===== config.mk =====
export PLATFORM = sky130hd
export DESIGN_NAME = bist_misr_analyzer
export DESIGN_NICKNAME = d
export VERILOG_FILES = /design/src/rtl/bist_misr_analyzer.sv
export SDC_FILE = /design/constraint.sdc
export NUM_CORES = 1
export LEC_CHECK = 0
export BUFFER_PORTS_ARGS = -buffer_cell sky130_fd_sc_hd__buf_4
export CORE_MARGIN = 2
export CORE_UTILIZATION = 50
export CTS_CLUSTER_DIAMETER = 200
export CTS_CLUSTER_SIZE = 25
export DETAILED_ROUTE_END_ITERATION = 7
export PLACE_DENSITY = 0.85
export SLEW_MARGIN = 20
export SYNTH_ARGS = -nofsm -noshare
export SYNTH_HDL_FRONTEND = slang
export SYNTH_SLANG_ARGS = --single-unit

===== constraint.sdc =====
create_clock -name clk -period 2.8 [get_ports clk]
set_clock_uncertainty 0.2 [all_clocks]
set_input_delay 0.28 -clock clk [delete_from_list [all_inputs] [get_ports clk]]
set_output_delay 0.28 -clock clk [all_outputs]
set_load 0.01 [all_outputs]

===== src/rtl/bist_misr_analyzer.sv =====
// -----------------------------------------------------------------------------
// bist_misr_analyzer
//   Response-side stage of the BIST path. Runs a fixed-length test session and
//   compresses each CUT response into a multiple-input signature register
//   (MISR). At session end it compares the signature against GOLDEN and
//   reports pass/fail.
//
// Ports
//   clk        : system clock, rising-edge active
//   rst_n      : asynchronous active-low reset
//   start      : request to begin a session (honoured in IDLE or DONE only)
//   abort      : synchronous abort back to IDLE (highest priority)
//   resp_valid : cut_resp is valid this cycle
//   cut_resp   : CUT response for the current pattern
//   pat_en     : high in RUN, upstream LFSR/CUT may advance
//   lfsr_clr   : one-cycle pulse after a start is accepted, reseeds the LFSR
//   busy       : high in RUN or COMPARE
//   done       : high in DONE
//   pass       : valid while done is high, 1 = signature matched GOLDEN
//   signature  : current MISR contents
//   pat_count  : responses compressed in the current session
// -----------------------------------------------------------------------------
module bist_misr_analyzer #(
  parameter int               WIDTH        = 5,
  parameter logic [WIDTH-1:0] POLY         = 5'b10100,
  parameter logic [WIDTH-1:0] SEED         = 5'b00000,
  parameter logic [WIDTH-1:0] GOLDEN       = 5'h00,
  parameter int               NUM_PATTERNS = 31
) (
  input  logic             clk,
  input  logic             rst_n,
  input  logic             start,
  input  logic             abort,
  input  logic             resp_valid,
  input  logic [WIDTH-1:0] cut_resp,
  output logic             pat_en,
  output logic             lfsr_clr,
  output logic             busy,
  output logic             done,
  output logic             pass,
  output logic [WIDTH-1:0] signature,
  output logic [7:0]       pat_count
);

  typedef enum logic [1:0] {
    IDLE    = 2'd0,
    RUN     = 2'd1,
    COMPARE = 2'd2,
    DONE    = 2'd3
  } state_t;

  localparam logic [7:0] LAST_COUNT = 8'(NUM_PATTERNS - 1);

  state_t           state, state_next;
  logic [WIDTH-1:0] sig_next;
  logic [WIDTH-1:0] misr_step;
  logic [7:0]       count_next;
  logic             pass_next;
  logic             clr_next;
  logic             fb;

  // One MISR shift: the tapped feedback enters bit 0, every other bit takes
  // its lower neighbour, and the response is XORed in across all bits.
  always_comb begin
    misr_step = '0;
    fb        = ^(signature & POLY);
    misr_step[0] = fb ^ cut_resp[0];
    for (int i = 1; i < WIDTH; i++) begin
      misr_step[i] = signature[i-1] ^ cut_resp[i];
    end
  end

  // Next-state and next-register logic. Abort is checked first so that it
  // overrides both start and resp_valid; signature and pat_count are left
  // untouched on abort so the partial session stays visible for debug.
  always_comb begin
    state_next = state;
    sig_next   = signature;
    count_next = pat_count;
    pass_next  = pass;
    clr_next   = 1'b0;

    if (abort) begin
      state_next = IDLE;
      pass_next  = 1'b0;
    end else begin
      unique case (state)
        IDLE, DONE: begin
          if (start) begin
            state_next = RUN;
            sig_next   = SEED;
            count_next = '0;
            pass_next  = 1'b0;
            clr_next   = 1'b1;
          end
        end
        RUN: begin
          if (resp_valid) begin
            sig_next   = misr_step;
            count_next = pat_count + 8'd1;
            if (pat_count == LAST_COUNT) begin
              state_next = COMPARE;
            end
          end
        end
        COMPARE: begin
          pass_next  = (signature == GOLDEN);
          state_next = DONE;
        end
        default: state_next = IDLE;
      endcase
    end
  end

  // State and datapath registers.
  always_ff @(posedge clk or negedge rst_n) begin
    if (!rst_n) begin
      state     <= IDLE;
      signature <= SEED;
      pat_count <= '0;
      pass      <= 1'b0;
      lfsr_clr  <= 1'b0;
    end else begin
      state     <= state_next;
      signature <= sig_next;
      pat_count <= count_next;
      pass      <= pass_next;
      lfsr_clr  <= clr_next;
    end
  end

  // Status outputs decoded straight from the registered state.
  assign pat_en = (state == RUN);
  assign busy   = (state == RUN) || (state == COMPARE);
  assign done   = (state == DONE);

endmodule

# After elaboration in Yosys (flattened, before gate mapping)
# Cells that the tools add are included.
# W data, S select, Z words.
# classes
eq_ne,9
n_reduce_logical,10
n_bitwise,6
n_mux,17
add_sub_neg,1
# op_table
operator,count
$mux W8,2
$pmux W8 S2,1
$mux W5,2
$pmux W5 S2,1
$add A8 B1 Y8 const B,1
$eq A8 B5 Y1 const B,1
$mux W2,4
$ne A3 B3 Y1 const B,2
$pmux W2 S3,1
$logic_not A5 Y1,1
$mux W1,5
$reduce_xor A5 Y1,1
$xor A1 B1 Y1,5
$eq A2 B2 Y1 const B,2
$ne A2 B2 Y1 const B,2
$reduce_and A4 Y1,1
$ne A3 B2 Y1 const B,1
$reduce_and A3 Y1,1
$reduce_bool A3 Y1,1
$eq A2 B1 Y1 const B,1
$logic_not A2 Y1,1
$pmux W1 S2,1
$reduce_and A2 Y1,1
$reduce_bool A2 Y1,1
other kinds (3),3
# word_totals
in_bits,10
regBits,17
word_cells,48
output_inout_bits,18

# Depth between registers and ports, before layout
# logic_depth
ltp_word,5
ltp_mapped,8

# Worst setup path before layout
# OpenSTA, ideal clock, no wires.
# synth_timing
path_kind,reg2reg
start,reg state[0]
end,reg pat_count[6]
setup_slack_ps,862
t_arrival_ps,1661
synth_period_minus_slack_ps,1938
path_stages_with_launch,7
t_required_ps,2523
path_cell_list,dfrtp_1 inv_1 ha_1 nand2b_1 nand3_1 or4_1 a21oi_1
# synth_via
elab_chain_len,4
word_cells_on_any_way,9
classes_between,4 x eq/ne; 1 x mux; 4 x reduce/logical
# synth_lines
item,line,text
start: declaration,54,"state_t state, state_next;"
start signal: assignment,124,state <= state_next;
$eq A2 B2 Y1 / $logic_not A2 Y1 (equally long branches),87,unique case (state)
$reduce_or A2 Y1,87,
$ne A2 B2 Y1 (no source line) / $reduce_bool A2 Y1 (equally long branches),--,
$reduce_and A4 Y1 (no source line),--,
end signal: assignment,126,pat_count <= count_next;
end: declaration,42,output logic [7:0] pat_count
# Several ways; a longest one is shown, not always the timed one.
# A chain may end at the register's enable or synchronous reset.

# Final worst setup path
# Ends and elaborated chain as after synthesis.

==> results.md <==
- Final non-filler cell total: 162
- Clk_lat worst skew: 0.29 ns
- Worst Tran Pin Value: 0.471 ns
- Worst r2r src: state[0]
- # Max-Cap Violations: 0
- Area of the core: 1900 um^2
- Pin count of the biggest net entering global routing: 18
- Setup crit end kind: flop
- I/O pin cnt: 28
- WP data required: 2.82 ns
- Final Hold Fails: 0
- Placed cells: 157
- Clock sinks: 17
- Cell taking the most area after synthesis: dfrtp_1
- Synth Instances: 105
- Hold Crit Start: start
- Post-synth EDFFs: 0
- YS warnings: 0
- Post-Route WL: 1.99 mm
- Total negative slack: 0 ns
- Dominant cells by area after synthesis: dfrtp_1 43%, ha_1 7.7%, nand2_1 6.5%
- Dpl cell area: 1210 um^2
- Worst min path class: input pin to flop
- Critical Path AT: 2.36 ns
- Vias: 855
- FFs w/ async S/R, synth: 100%
- Post-layout nets: 152
- Commonest register cell after synthesis: dfrtp_1
- Maximum buffer depth of the clock tree: 2
- Initial core utilization: 51.6%
- Max Freq: 427 MHz
- ANT nets after route: 0
- Hold Crit Depth: 2
- Tot GR Track Use: 19.3%
- Syn Nets: 121
- Design Area, Final: 1250 um^2
- Cell area after synthesis: 981 um^2
- H-tree depth: 1
- Slew Viols, Final: 0
- Dpl hpwl: 1.54 mm
- Slowest CP cell: or4_1
- VDD IR-drop max: 0.428 mV
- Die H: 48.3 um
- Diode count: 0
- Reg2reg path depth: 6
- Global-route wire length before repair: 3.08 mm
- Num rows: 16
- Status: completed
- Routability Congestion: 0.807
- CTS tree: yes
- CP peak stage delay: 0.57 ns
- # setup viols final: 0
- Die footprint: 2330 um^2
- RSZ-0062 raised after global routing: no
- Slew HR: 68.6%
- Max FO, Critical Path: 11
- Setup Buffers After CTS: 0
- Drt wl/cell: 12.3 um
- Min Tclk post-route: 2.34 ns
- Drt first pass iters: 5
- RR Endpoint: pat_count[6]
- Final worst-path cycle share: 83.7%
- Root Buffer: clkbuf_4
- PwrDens: 739 nW/um^2
- Yosys reg bits: 17
- Number of CTS-inserted buffers: 3
- Leak pwr: 0.589 nW
- Area Overhead vs Synth: 27.6%
- Vias/cell: 5.28
- Grt ovf: 0
- Share of cells above drive strength 1: 25.9%
- Yosys cell types: 28
- Vias in the first global route: 702
- Hold Path Sink: lfsr_clr
- CTS clk-pin slew, worst paths: 0.11 ns
- Setup crit start kind: flop
- Hold_ws: 0.0627 ns
- Post-cts resize count: 0
- Reg2reg setup slack: 0.46 ns
- Avg Inst Size Synth: 9.34 um^2
- Starting DRC count in detailed routing: 10
- WS Path Type: flop to flop
- Hold_buf cts: 1
- Number of buffers added on ports: 27
- DRC: 0
- Chip width: 48.3 um
- Synth top area share: 43.4%
- Sequential area share after synthesis: 43.4%
- Antenna violations before repair: 0
- Worst path cell trace: inv_1 -> ha_1 -> nand2b_1 -> nand3_1 -> or4_1 -> a21oi_1
## registers in the layout (all words and copies together) (netlist names)
name and count:
lfsr_clr 1, state 2, pat_count 8, signature 5, pass 1
## synthesized netlist by cell type (all sizes together), types with 2 or more instances
| cell type | instances |
|---|---|
| inv | 6 |
| or4 | 3 |
| buf | 2 |
| xor2 | 4 |
| nand2 | 17 |
| dfrtp | 17 |
| nand3 | 4 |
| ha | 6 |
| nand4 | 2 |
| and2 | 2 |
| xnor2 | 2 |
| o31ai | 5 |
| a21oi | 4 |
| nor2 | 3 |
| o21ai | 12 |
| nand2b | 4 |
## kinds of logic (layout without fill, tap and decap cells)
| group | after synthesis | in the layout | share of synthesized area [%] |
|---|---|---|---|
| simple gates | 42 | 42 | 22.4 |
| compound gates | 25 | 25 | 17.5 |
| flops | 17 | 17 | 43.4 |
| buf+inv | 9 | 39 | 3.70 |
| fa+ha+maj | 6 | 6 | 7.65 |
| xor+xnor | 6 | 6 | 5.36 |
## placed cells by master (no fill, tap or decap), types with 2 or more instances in the layout
cell type  count
clkbuf_4       3
xor2_1         4
ha_1           6
nand2b_1       4
or4_1          3
nor2_1         3
dfrtp_1       17
o31ai_1        5
a21oi_1        4
xnor2_1        2
inv_1          6
o21ai_0       12
nand4_1        2
and2_1         2
nand2_1       17
buf_4         28
nand3_1        4
## worst max-delay path by stage
stage	from	to
6_report	state[0]	pat_count[6]
5_1_grt	state[0]	pat_count[7]
4_1_cts	state[0]	pat_count[6]
3_5_place_dp	state[0]	pat_count[6]
3_3_place_gp	state[0]	pat_count[7]
2_1_floorplan	state[0]	pat_count[6]
## critical path, delay by kind of cell, from the launching register on
family          cells  cell delay [ns]
compound gates      1             0.16
fa+ha+maj           1             0.35
buf+inv             1             0.09
flops               1             0.42
simple gates        3             1.05
## per-layer routing
metal / track usage [%] / routed length [um] / vias to the layer above / part of all wire [%]
met3: 4.44 / 87 / 0 / 4.4
met4: 4.86 / 0 / 0 / 0
met1: 24.5 / 872 / 402 / 44
li1: - / - / 430 / -
met5: 0 / 0 / - / 0
met2: 32.9 / 1030 / 23 / 52
## layout make-up
class	instances	area, um^2
well taps	27	33.8
clock inverters	1	7.51
inverters	6	22.5
fillers	157	651
repair buffers	29	220
clock buffers	3	22.5
flip-flops and latches	17	425
multi-input cells	79	519
## power breakdown
| part | internal (W) | switching [W] |
|---|---|---|
| logic | 0.000205 | 0.000219 |
| registers | 0.000297 | 0.0000672 |
| clock network | 0.0000542 | 0.0000824 |
| total | 0.000556 | 0.000368 |
## metrics by stage
stage / utilization (%) / power [W] / setup WS, ns
after floorplan: - / 0.000628 / 0.862
after global placement: 63.7 / 0.000779 / 0.598
after detailed placement: 63.7 / 0.000797 / 0.486
after CTS: 65.8 / 0.000935 / 0.456
after global routing: 65.8 / 0.00101 / 0.314
final: 65.8 / 0.000924 / 0.457
Power figures use the tool's default switching activity.
